==> config.mk <==
export PLATFORM = sky130hd
export DESIGN_NAME = sid_bus_arbiter
export DESIGN_NICKNAME = d
export VERILOG_FILES = /design/src/rtl/sid_arb_pkg.sv /design/src/rtl/sid_wait_timer.sv /design/src/rtl/sid_bus_arbiter.sv
export SDC_FILE = /design/constraint.sdc
export NUM_CORES = 1
export LEC_CHECK = 0
export ABC_AREA = 0
export BUFFER_PORTS_ARGS = -buffer_cell sky130_fd_sc_hd__buf_2
export CAP_MARGIN = 20
export CORE_ASPECT_RATIO = 1.1
export CORE_MARGIN = 2
export CORE_UTILIZATION = 46
export CTS_BUF_LIST = sky130_fd_sc_hd__clkbuf_8
export DETAILED_ROUTE_END_ITERATION = 12
export PLACE_DENSITY = 0.88
export SETUP_SLACK_MARGIN = 0.15
export SLEW_MARGIN = 20
export SYNTH_ARGS = -nofsm -noshare
export SYNTH_HDL_FRONTEND = slang
export SYNTH_SLANG_ARGS = --single-unit
==> constraint.sdc <==
create_clock -name CLK -period 1.26 [get_ports CLK]
set_input_delay 0.063 -clock CLK [delete_from_list [all_inputs] [get_ports CLK]]
set_output_delay 0.063 -clock CLK [all_outputs]
set_load 0.05 [all_outputs]
==> src/rtl/sid_arb_pkg.sv <==
// Shared definitions for the SID/DIP bus arbiter: FSM encoding, grant
// encoding and the legal range of the device wait time.
package sid_arb_pkg;

    localparam int WAIT_MIN = 1;
    localparam int WAIT_MAX = 15;
    localparam int CNT_W    = 4;

    localparam logic [2:0] ST_IDLE  = 3'd0;
    localparam logic [2:0] ST_SETUP = 3'd1;
    localparam logic [2:0] ST_WAIT  = 3'd2;
    localparam logic [2:0] ST_DONE  = 3'd3;
    localparam logic [2:0] ST_HOLD  = 3'd4;

    localparam logic GNT_HOST = 1'b0;
    localparam logic GNT_LDR  = 1'b1;

    // The device is selected only while a transfer is actually on the bus.
    function automatic logic sid_active(input logic [2:0] st);
        return (st == ST_SETUP) || (st == ST_WAIT) || (st == ST_DONE);
    endfunction

endpackage

==> src/rtl/sid_wait_timer.sv <==
// Down-counter that times the device access window; expired marks the
// last wait cycle so the FSM leaves WAIT after exactly the loaded count.
module sid_wait_timer
    import sid_arb_pkg::*;
(
    input  logic             clk_i,
    input  logic             rst_i,
    input  logic             load_i,
    input  logic [CNT_W-1:0] count_i,
    input  logic             enable_i,
    output logic             expired_o
);

    logic [CNT_W-1:0] cnt_q;
    logic [CNT_W-1:0] cnt_d;

    // Next count: load wins over decrement; the counter parks at zero.
    always_comb begin
        cnt_d = cnt_q;
        if (load_i) begin
            cnt_d = count_i;
        end else if (enable_i && (cnt_q != {CNT_W{1'b0}})) begin
            cnt_d = cnt_q - {{(CNT_W-1){1'b0}}, 1'b1};
        end else begin
            cnt_d = cnt_q;
        end
    end

    // Counter register.
    always_ff @(posedge clk_i or posedge rst_i) begin
        if (rst_i) begin
            cnt_q <= {CNT_W{1'b0}};
        end else begin
            cnt_q <= cnt_d;
        end
    end

    assign expired_o = (cnt_q == {{(CNT_W-1){1'b0}}, 1'b1});

endmodule

==> src/rtl/sid_bus_arbiter.sv <==
// Arbitrates the SID/DIP device between Zorro III host slave cycles and the
// internal config loader, and sequences the select/wait/ack handshake.
module sid_bus_arbiter
    import sid_arb_pkg::*;
#(
    parameter int WAIT_CYCLES = 2
) (
    input  logic       CLK,
    input  logic       RESET,
    input  logic       FCS_n,
    input  logic       host_req,
    input  logic       host_read,
    input  logic [7:0] host_din,
    output logic [7:0] host_dout,
    output logic       host_dtack,
    input  logic       ldr_req,
    input  logic       ldr_read,
    input  logic [7:0] ldr_din,
    output logic [7:0] ldr_dout,
    output logic       ldr_ack,
    output logic       SID_n,
    output logic       DEV_READ,
    output logic [7:0] DEV_WDATA,
    input  logic [7:0] DEV_RDATA
);

    logic [2:0] state_q, state_d;
    logic       gnt_q, gnt_d;
    logic       last_q, last_d;
    logic       dev_read_q, dev_read_d;
    logic [7:0] dev_wdata_q, dev_wdata_d;
    logic [7:0] host_dout_q, host_dout_d;
    logic [7:0] ldr_dout_q, ldr_dout_d;
    logic       dtack_q, dtack_d;
    logic       ack_q, ack_d;
    logic       sid_n_q, sid_n_d;

    logic host_elig_s;
    logic pick_s;
    logic host_abort_s;
    logic load_s;
    logic en_s;
    logic expired_s;

    assign host_elig_s  = host_req && !FCS_n;
    // On a tie the requester that did not win last time gets the bus.
    assign pick_s       = (host_elig_s && ldr_req) ? ((last_q == GNT_LDR) ? GNT_HOST : GNT_LDR)
                                                   : (host_elig_s ? GNT_HOST : GNT_LDR);
    assign host_abort_s = (gnt_q == GNT_HOST) && FCS_n;

    sid_wait_timer u_timer (
        .clk_i     (CLK),
        .rst_i     (RESET),
        .load_i    (load_s),
        .count_i   (CNT_W'(WAIT_CYCLES)),
        .enable_i  (en_s),
        .expired_o (expired_s)
    );

    // Transfer sequencing and next values of every registered output.
    always_comb begin
        state_d     = state_q;
        gnt_d       = gnt_q;
        last_d      = last_q;
        dev_read_d  = dev_read_q;
        dev_wdata_d = dev_wdata_q;
        host_dout_d = host_dout_q;
        ldr_dout_d  = ldr_dout_q;
        dtack_d     = dtack_q;
        ack_d       = 1'b0;
        load_s      = 1'b0;
        en_s        = 1'b0;
        case (state_q)
            ST_IDLE: begin
                if (host_elig_s || ldr_req) begin
                    state_d = ST_SETUP;
                    gnt_d   = pick_s;
                    last_d  = pick_s;
                    if (pick_s == GNT_HOST) begin
                        dev_read_d  = host_read;
                        dev_wdata_d = host_din;
                    end else begin
                        dev_read_d  = ldr_read;
                        dev_wdata_d = ldr_din;
                    end
                end else begin
                    state_d = ST_IDLE;
                end
            end
            ST_SETUP: begin
                if (host_abort_s) begin
                    state_d = ST_IDLE;
                end else begin
                    load_s  = 1'b1;
                    state_d = ST_WAIT;
                end
            end
            ST_WAIT: begin
                if (host_abort_s) begin
                    state_d = ST_IDLE;
                end else begin
                    en_s = 1'b1;
                    if (expired_s) begin
                        state_d = ST_DONE;
                    end else begin
                        state_d = ST_WAIT;
                    end
                end
            end
            ST_DONE: begin
                if (dev_read_q && (gnt_q == GNT_HOST)) begin
                    host_dout_d = DEV_RDATA;
                end else if (dev_read_q) begin
                    ldr_dout_d = DEV_RDATA;
                end else begin
                    host_dout_d = host_dout_q;
                end
                if (gnt_q == GNT_LDR) begin
                    ack_d   = 1'b1;
                    state_d = ST_IDLE;
                end else begin
                    dtack_d = 1'b1;
                    state_d = ST_HOLD;
                end
            end
            ST_HOLD: begin
                if (FCS_n) begin
                    dtack_d = 1'b0;
                    state_d = ST_IDLE;
                end else begin
                    state_d = ST_HOLD;
                end
            end
            default: begin
                state_d = ST_IDLE;
            end
        endcase
        sid_n_d = !sid_active(state_d);
    end

    // State and output registers; reset abandons any transfer in flight.
    always_ff @(posedge CLK or posedge RESET) begin
        if (RESET) begin
            state_q     <= ST_IDLE;
            gnt_q       <= GNT_LDR;
            last_q      <= GNT_LDR;
            dev_read_q  <= 1'b1;
            dev_wdata_q <= 8'h00;
            host_dout_q <= 8'hFF;
            ldr_dout_q  <= 8'hFF;
            dtack_q     <= 1'b0;
            ack_q       <= 1'b0;
            sid_n_q     <= 1'b1;
        end else begin
            state_q     <= state_d;
            gnt_q       <= gnt_d;
            last_q      <= last_d;
            dev_read_q  <= dev_read_d;
            dev_wdata_q <= dev_wdata_d;
            host_dout_q <= host_dout_d;
            ldr_dout_q  <= ldr_dout_d;
            dtack_q     <= dtack_d;
            ack_q       <= ack_d;
            sid_n_q     <= sid_n_d;
        end
    end

    assign host_dout  = host_dout_q;
    assign host_dtack = dtack_q;
    assign ldr_dout   = ldr_dout_q;
    assign ldr_ack    = ack_q;
    assign SID_n      = sid_n_q;
    assign DEV_READ   = dev_read_q;
    assign DEV_WDATA  = dev_wdata_q;

endmodule

==> results of run 1 <==
==> per-stage QoR <==
stage                     TNS, ns  hold WS (ns)  setup WS, ns  power [W]
final                      -3.771      0.009091       -0.1670   0.008323
after global routing       -5.390       0.01091       -0.2283   0.008684
after detailed placement   -4.026        0.1980       -0.1658   0.006422
after global placement     -2.758        0.1731       -0.1679   0.006298
after floorplan           -0.7674        0.2107      -0.04534   0.005259
after CTS                  -2.416       0.01720       -0.1154   0.007642
==> per-layer routing <==
layer	vias to the layer above	GRT usage	share of wire
met1	786	0.2845	0.37
li1	703	-	-
met3	27	0.05172	0.045
met5	-	0	0
met2	80	0.4053	0.54
met4	0	0.1090	0.044
==> worst max-delay path: stages, from the launching register on <==
cell and delay (ns):
dfstp_2 0.58, inv_4 0.07, a21boi_4 0.18, buf_6 0.16, mux2i_1 0.21, o21ai_1 0.10
==> registers in the layout, summed over array words and instances, names as in the netlist <==
name           cells
DEV_WDATA          8
host_dout          8
ldr_dout           8
u_timer.cnt_q      4
state_q            3
DEV_READ           1
SID_n              1
host_dtack         1
last_q             1
ldr_ack            1
==> worst max path at each step <==
stage,from,endpoint,cells after the start
6_report,last_q,DEV_WDATA[4],5
5_1_grt,state_q[2],u_timer.cnt_q[3],4
3_3_place_gp,state_q[2],u_timer.cnt_q[0],4
2_1_floorplan,last_q,DEV_WDATA[0],5
3_5_place_dp,state_q[0],host_dout[0],4
4_1_cts,last_q,DEV_WDATA[0],5
==> power by group through the flow <==
stage	sequential, W	combinational [W]	clock, W
3_5_place_dp	0.00231	0.00411	0
2_1_floorplan	0.00387	0.00139	0
3_3_place_gp	0.00228	0.00401	0
5_1_grt	0.00249	0.00534	0.000846
4_1_cts	0.00235	0.00451	0.000782
6_report	0.00243	0.00507	0.000815
==> layout by cell type, fill, tap and decap left out, types with 2 or more instances in the layout <==
master / count
o21ai_1: 9
buf_6: 12
inv_2: 2
o21ai_2: 2
a21oi_1: 2
nand2_4: 3
dfrtp_2: 3
inv_1: 6
clkbuf_8: 5
mux2i_1: 9
dfrtp_1: 14
nor2_1: 4
ha_1: 2
dfstp_2: 18
nand2_1: 11
buf_4: 40
o21a_1: 2
buf_2: 40
nand3_1: 4
mux2_4: 16
nor3_1: 2
nor3_4: 4
==> repair_timing <==
| item | CTS | global route |
|---|---|---|
| pin swaps | 5 | 7 |
| gates resized for setup | 37 | 21 |
| setup buffers | 3 | 6 |
| endpoints found under the setup margin | 53 | 41 |
| hold buffers | 1 | 0 |
| endpoints found under the hold margin | 17 | 0 |
| cloned | 1 | 1 |
==> logic make-up (layout without fill, tap and decap cells) <==
logic type,after synthesis,in the layout,share of synthesized area
buffers and inverters,12,111,0.03263
AO/OA/AOI/OAI,27,28,0.1113
XOR/XNOR,1,1,0.005194
flip-flops,36,36,0.5482
multiplexers,25,25,0.1602
adder cells (fa/ha/maj),3,3,0.02226
AND/OR/NAND/NOR,36,36,0.1202
==> layout make-up <==
type	instances	area share
timing repair buffer	96	0.2534
inverter	7	0.01063
clock buffer	5	0.02543
clock inverter	3	0.004623
sequential	36	0.3444
tap	50	0.02312
multi-input combinational	93	0.3384
==> qor.csv, run 1 <==
stage,metric,value,unit
outcome,status,"finished, violations left",
outcome,violations,negative setup slack,
run,maxCapViolations,0,
drt,dr.pass1.iters,4,
yosys,synth_ff_type,dfstp_2,
layout,ff_latch_area,932.1,sq um
worst_setup_path,rr_endpoint,DEV_WDATA[4],
global_route,grt_start_max_net_pins,37,
floorplanning,rows,23,
worst_setup_path,critPathRequiredTime,1.43,ns
drt,vias,1596,
place,placed_cell_area,0.002290,sq mm
cts,cts-root-buf,clkbuf_8,
global_route,grtUsageTotal,0.2390,
drt,ant_nets,0,
yosys,seq_area_frac_synth,0.5482,
pwr,combPwrFrac,0.610,
drt,initialDrtViolationCount,70,
floorplanning,ioPinCount,59,
floorplanning,die_w,61.74,um
layout,multi_input_area,915.9,sq um
sta,final.setup_skew,0.01322,ns
yosys,ys_warn_count,0,
drt,drcViolationCount,0,
worst_setup_path,rrSetupSlack,-0.17,ns
cts,cts_tree,done,
layout,n_antenna_cell,0,
worst_setup_path,r2r_cells,5,
layout,fillerInstances,240,
global_route,grt-ovfl-total,0,
cts,clk_pin_slew,0.08,ns
pwr,powerDensity,3075,mW/mm^2
yosys,async_flop_share,1.000,
min_path,min_path_cells,2,
cts,cts.sinks,36,
cts,cts_buffers,5,
layout,final_area,0.002706,sq mm
pwr,peakVddDrop,1561,uV
pwr,p_int,0.004385,W
sta,tightest_slew,0.5018,ns
worst_setup_path,crit_type,reg2reg,
yosys,ys_ff_latch,36,
yosys,synth_area_leaders,"dfstp_2 30%, dfrtp_1 25%, mux2_1 11%",
place,place.port_buffers,58,
cts,htree_levels,2,
floorplanning,initial_core_util,0.4727,
worst_setup_path,start_kind,flip-flop,
yosys,postSynthCellCount,140,
place,dp.cells,270,
drt,via_per_inst,5.503,
cts,clockBufferDepth,2,
yosys,synth_nets,174,
sta,slew_violations,0,
yosys,synth_most_common_cell,dfstp_2,
yosys,yosys-top-cells-count,"19 x dfstp_2, 17 x dfrtp_1, 16 x mux2_1",
floorplanning,core,0.003568,sq mm
sta,slew_headroom,0.6647,
floorplanning,die_area,0.004167,sq mm
min_path,min_path_type,in2reg,
drt,post_drt_wl_per_cell,19.71,um
pwr,p_sw,0.003938,W
sta,setup_viol,30,
sta,hold_viol_final,0,
min_path,hold_end,ldr_dout[3],
sta,fin_crit,1.427,ns
layout,area_growth,60.46,%
sta,max_freq,0.7008,GHz
global_route,grt_pass1_vias,1515,
pwr,leakagePower,1.323,nW
floorplanning,die_h,67.51,um
drt,drt_wl_total,5.716,mm
place,gp_congestion,0.8203,
layout,final_core_util,0.7584,
sta,period_share,1.133,
layout,drive_gt1_frac,0.6708,
global_route,grt_antenna_before_repair,0,
worst_setup_path,cp_max_fo,5,
pwr,seqPwrFrac,0.292,
worst_setup_path,cp-end-kind,flip-flop,
min_path,hp-start,DEV_RDATA[3],
layout,final_cells,290,
worst_setup_path,worstPathArrival,1.60,ns
yosys,synth_area,0.001687,sq mm
yosys,avgSynthCellArea,12.05,sq um
cts,insertion_delay,0.30,ns
sta,worst_slack,-0.1670,ns
layout,final_net_count,273,
sta,rsz0062_at_grt,yes,
global_route,grt_pass1_wl,7.134,mm
pwr,clkPwrFrac,0.098,
pwr,p_sw_frac,0.4731,
yosys,synth.distinct_cells,38,
yosys,yosysTopAreaCell,dfstp_2,
yosys,netlist.area_leader.share,0.2960,
worst_setup_path,reg2reg_from,last_q,
yosys,synth_edf_count,0,
place,hpwlAfterDp,2.968,mm
Power figures use the tool's default switching activity.
==> inputs of run 2 (changes only) <==
Settings changed: PLACE_DENSITY 0.88 to 0.77.
==> qor.csv, run 2 (same netlist as run 1, synthesis figures left out) <==
stage,metric,value,unit
layout,final_net_count,278,
pwr,p_sw_frac,0.4612,
sta,period_share,1.105,
drt,initialDrtViolationCount,75,
global_route,grt_pass1_wl,7.921,mm
min_path,min_path_type,in2reg,
drt,vias,1599,
cts,cts_tree,done,
sta,worst_slack,-0.1324,ns
floorplanning,die_h,67.51,um
layout,fillerInstances,202,
sta,tightest_slew,0.4556,ns
worst_setup_path,worstPathArrival,1.56,ns
sta,slew_headroom,0.6949,
place,preCtsSetupSlack,-0.2021,ns
cts,clockBufferDepth,2,
sta,fin_crit,1.392,ns
layout,n_antenna_cell,0,
floorplanning,die_w,61.74,um
global_route,grt-ovfl-total,0,
cts,cts-root-buf,clkbuf_8,
pwr,powerDensity,3050,mW/mm^2
place,placed_cell_area,0.002260,sq mm
outcome,status,"finished, violations left",
drt,drcViolationCount,0,
layout,ff_latch_area,932.1,sq um
worst_setup_path,start_kind,flip-flop,
cts,cts.sinks,36,
pwr,peakVddDrop,1368,uV
layout,multi_input_area,959.7,sq um
pwr,clkPwrFrac,0.097,
worst_setup_path,cp-end-kind,flip-flop,
cts,cts_buffers,5,
cts,clk_pin_slew,0.08,ns
floorplanning,die_area,0.004167,sq mm
floorplanning,core,0.003568,sq mm
outcome,violations,negative setup slack,
drt,drt_wl_total,5.342,mm
cts,insertion_delay,0.30,ns
drt,via_per_inst,5.420,
layout,drive_gt1_frac,0.7184,
place,place.port_buffers,58,
layout,layout_common_cells,"40 x buf_2, 32 x buf_4, 24 x buf_6",
sta,hold_viol_final,0,
sta,rsz0062_at_grt,yes,
pwr,combPwrFrac,0.627,
pwr,p_int,0.004650,W
sta,setup_viol,32,
sta,max_freq,0.7182,GHz
run,maxCapViolations,0,
worst_setup_path,crit_type,reg2reg,
worst_setup_path,critPathRequiredTime,1.43,ns
pwr,seqPwrFrac,0.277,
global_route,grt_start_max_net_pins,37,
pwr,p_sw,0.003979,W
global_route,grt_pass1_vias,1613,
sta,final.setup_skew,0.004278,ns
place,hpwlAfterDp,2.964,mm
sta,hold_slack,0.01273,ns
pwr,leakagePower,1.375,nW
global_route,grtUsageTotal,0.2662,
worst_setup_path,cp_max_fo,5,
drt,post_drt_wl_per_cell,18.11,um
sta,slew_violations,0,
layout,final_common_cell,buf_2,
global_route,grt_antenna_before_repair,0,
layout,area_growth,67.73,%
floorplanning,ioPinCount,59,
layout,final_area,0.002829,sq mm
cts,htree_levels,2,
floorplanning,initial_core_util,0.4727,
drt,dr.pass1.iters,4,
drt,ant_nets,0,
place,gp_congestion,0.7714,
floorplanning,rows,23,
==> run 2: cell types whose count changed in the layout (fill, tap and decap cells not counted), sizes merged <==
cell,change
o21ai,+1
buf,+4
inv,-2
clkinv,+2
==> run 2: final timing paths <==
path / start / end / slack [ns] / cells after the start
max: last_q / DEV_WDATA[1] / -0.13 / 5
min: DEV_RDATA[4] / ldr_dout[4] / 0.01 / 2
max reg2reg: last_q / DEV_WDATA[1] / -0.13 / 5
min reg2reg: DEV_WDATA[0] / DEV_WDATA[0] / 0.50 / 2
max in group asynchronous: RESET / ldr_dout[2] / 0.47 / 4
min in group asynchronous: RESET / DEV_WDATA[0] / 0.45 / 4
==> run 2: repair_timing <==
item,in CTS,in global routing
pin swaps,9,8
hold buffers,1,0
setup endpoints to repair,53,47
buffers inserted,15,2
cloned,3,0
endpoints found under the hold margin,17,0
gates resized for setup,55,26
==> run 2: final cells by class <==
| class | count | share of cell area |
|---|---|---|
| sequential | 36 | 0.3295 |
| clock inverter | 3 | 0.006634 |
| tap | 50 | 0.02211 |
| timing repair buffer | 100 | 0.2680 |
| clock buffer | 5 | 0.02433 |
| inverter | 7 | 0.01017 |
| multi-input combinational | 94 | 0.3392 |
==> run 2: worst max-delay path: stages (launching register included) <==
cell and delay [ns]:
dfstp_2 0.58, inv_4 0.07, a21boi_4 0.17, buf_6 0.15, mux2i_1 0.20, o21ai_1 0.10
==> run 2: power by group through the flow <==
| stage | Clock [W] | Combinational, W | Sequential [W] |
|---|---|---|---|
| 3_5_place_dp | 0 | 0.00404 | 0.00230 |
| 6_report | 0.000834 | 0.00541 | 0.00239 |
| 5_1_grt | 0.000891 | 0.00569 | 0.00244 |
| 4_1_cts | 0.000832 | 0.00493 | 0.00231 |
| 2_1_floorplan | 0 | 0.00139 | 0.00387 |
| 3_3_place_gp | 0 | 0.00394 | 0.00226 |
==> run 2: through the flow <==
stage	utilization	setup TNS, ns	instances	power (W)
floorplan	-	-0.7674	140	0.005259
global placement	0.6332	-2.448	266	0.006207
detailed placement	0.6332	-3.769	266	0.006333
CTS	0.7539	-2.128	293	0.008076
global route	0.7928	-4.655	295	0.009023
finish	0.7928	-3.043	295	0.008629
==> run 2: per-layer routing <==
metal / part of all wire / global-route usage / up-vias
li1: - / - / 713
met1: 0.39 / 0.3117 / 764
met2: 0.50 / 0.4316 / 97
met3: 0.070 / 0.07854 / 25
met4: 0.040 / 0.1436 / 0
met5: 0 / 0 / -
==> inputs of run 3 (changes only) <==
Settings changed: PLACE_DENSITY 0.77 to default, PLACE_DENSITY_LB_ADDON from default to 0.25.
==> qor.csv, run 3 (same netlist as run 1, synthesis figures left out) <==
stage,metric,value,unit
outcome,status,"finished, violations left",
outcome,violations,negative setup slack,
drt,dr.pass1.iters,4,
cts,clk_pin_slew,0.07,ns
layout,layout_common_cells,"40 x buf_2, 38 x buf_4, 18 x dfstp_2",
min_path,min_path_type,in2reg,
sta,final.setup_skew,0.01027,ns
layout,final_common_cell,buf_2,
sta,rsz0062_at_grt,yes,
global_route,grt_antenna_before_repair,0,
drt,post_drt_wl_per_cell,17.78,um
global_route,grtUsageTotal,0.2347,
worst_setup_path,crit_type,reg2reg,
drt,drt_wl_total,5.174,mm
cts,cts_tree,done,
cts,insertion_delay,0.29,ns
drt,drcViolationCount,0,
sta,max_freq,0.6488,GHz
floorplanning,die_w,61.74,um
floorplanning,rows,23,
worst_setup_path,start_kind,flip-flop,
drt,vias,1553,
sta,hold_viol_final,0,
worst_setup_path,cp_max_fo,5,
layout,area_growth,62.91,%
floorplanning,die_area,0.004167,sq mm
pwr,powerDensity,3064,mW/mm^2
worst_setup_path,r2r_cells,5,
floorplanning,initial_core_util,0.4727,
cts,htree_levels,2,
place,hpwlAfterDp,2.792,mm
global_route,grt-ovfl-total,0,
worst_setup_path,max_stage_delay,0.59,ns
sta,period_share,1.223,
worst_setup_path,critPathRequiredTime,1.43,ns
layout,final_net_count,274,
cts,clockBufferDepth,2,
sta,tightest_slew,0.4484,ns
min_path,min_path_cells,2,
worst_setup_path,cp-end-kind,flip-flop,
global_route,grt_start_max_net_pins,37,
worst_setup_path,worstPathArrival,1.71,ns
cts,cts.sinks,36,
drt,initialDrtViolationCount,71,
sta,slew_violations,0,
cts,cts_buffers,5,
sta,fin_crit,1.541,ns
floorplanning,ioPinCount,59,
sta,worst_slack,-0.2813,ns
drt,via_per_inst,5.337,
drt,ant_nets,0,
worst_setup_path,cp_slowest_cell,dfstp_2,
layout,n_antenna_cell,0,
layout,drive_gt1_frac,0.7012,
sta,setup_tns,-3.731,ns
place,place.port_buffers,58,
floorplanning,core,0.003568,sq mm
global_route,grt_pass1_wl,6.920,mm
sta,setup_viol,32,
layout,fillerInstances,243,
pwr,leakagePower,1.341,nW
global_route,grt_pass1_vias,1440,
pwr,peakVddDrop,1638,uV
sta,slew_headroom,0.7011,
worst_setup_path,crit_chain,inv_4 > a21boi_4 > buf_6 > mux2i_1 > o21ai_1,
place,preCtsSetupSlack,-0.1512,ns
floorplanning,die_h,67.51,um
run,maxCapViolations,0,
place,gp_congestion,0.7517,
cts,cts-root-buf,clkbuf_8,
==> run 3: cell type report <==
| type | instances | area, sq um | share of cell area |
|---|---|---|---|
| inverter | 7 | 28.78 | 0.01047 |
| clock buffer | 5 | 68.82 | 0.02505 |
| timing repair buffer | 96 | 694.4 | 0.2527 |
| tap | 50 | 62.56 | 0.02277 |
| sequential | 36 | 934.6 | 0.3402 |
| multi-input combinational | 94 | 945.9 | 0.3443 |
| clock inverter | 3 | 12.51 | 0.004554 |
==> run 3: layer usage <==
layer / vias up / routed length (um) / global-route usage
li1: 706 / - / -
met1: 775 / 2046 / 0.2824
met2: 57 / 2725 / 0.3868
met3: 15 / 245 / 0.06322
met4: 0 / 156 / 0.1064
met5: - / 0 / 0
==> run 3: worst max-delay path, delay by kind of cell, from the launching register on <==
family                 cells  cell delay [ns]
buffers and inverters      2             0.23
muxes                      1             0.30
DFF                        1             0.59
AOI/OAI and AO/OA          2             0.29
==> run 3: report_power, final <==
| part | leakage, nW | total (W) | switching (W) | internal (W) |
|---|---|---|---|---|
| Clock | 0.0505 | 0.000770 | 0.000399 | 0.000371 |
| Sequential | 0.403 | 0.00239 | 0.000457 | 0.00194 |
| Combinational | 0.887 | 0.00526 | 0.00304 | 0.00222 |
| Total | 1.34 | 0.00842 | 0.00389 | 0.00453 |
==> run 3: path summary, 6_finish.rpt <==
kind | from | endpoint | slack [ns]
min reg2reg | DEV_WDATA[3] | DEV_WDATA[3] | 0.49
min | DEV_RDATA[1] | host_dout[1] | 0.02
max reg2reg | last_q | DEV_WDATA[1] | -0.28
max in group asynchronous | RESET | ldr_dout[0] | 0.50
min in group asynchronous | RESET | DEV_WDATA[7] | 0.41
max | last_q | DEV_WDATA[1] | -0.28
==> run 3: stage by stage <==
step	cell area, sq um	std cells	utilization	total power [W]	hold WS [ns]
floorplan	1777	140	-	0.005259	0.2107
detailed placement	2245	264	0.6290	0.006280	0.1839
finish	2748	291	0.7700	0.008418	0.02263
global route	2748	291	0.7700	0.008811	0.008584
global placement	2245	264	0.6290	0.006154	0.1745
CTS	2624	283	0.7353	0.007855	0.01771
==> run 3: timing repair <==
action | 4_1_cts | 5_1_grt
hold buffers | 1 | 0
gates resized for setup | 53 | 17
gates cloned | 2 | 1
pin swaps | 10 | 8
endpoints found under the hold margin | 17 | 0
endpoints found under the setup margin | 53 | 39
buffers inserted | 8 | 7
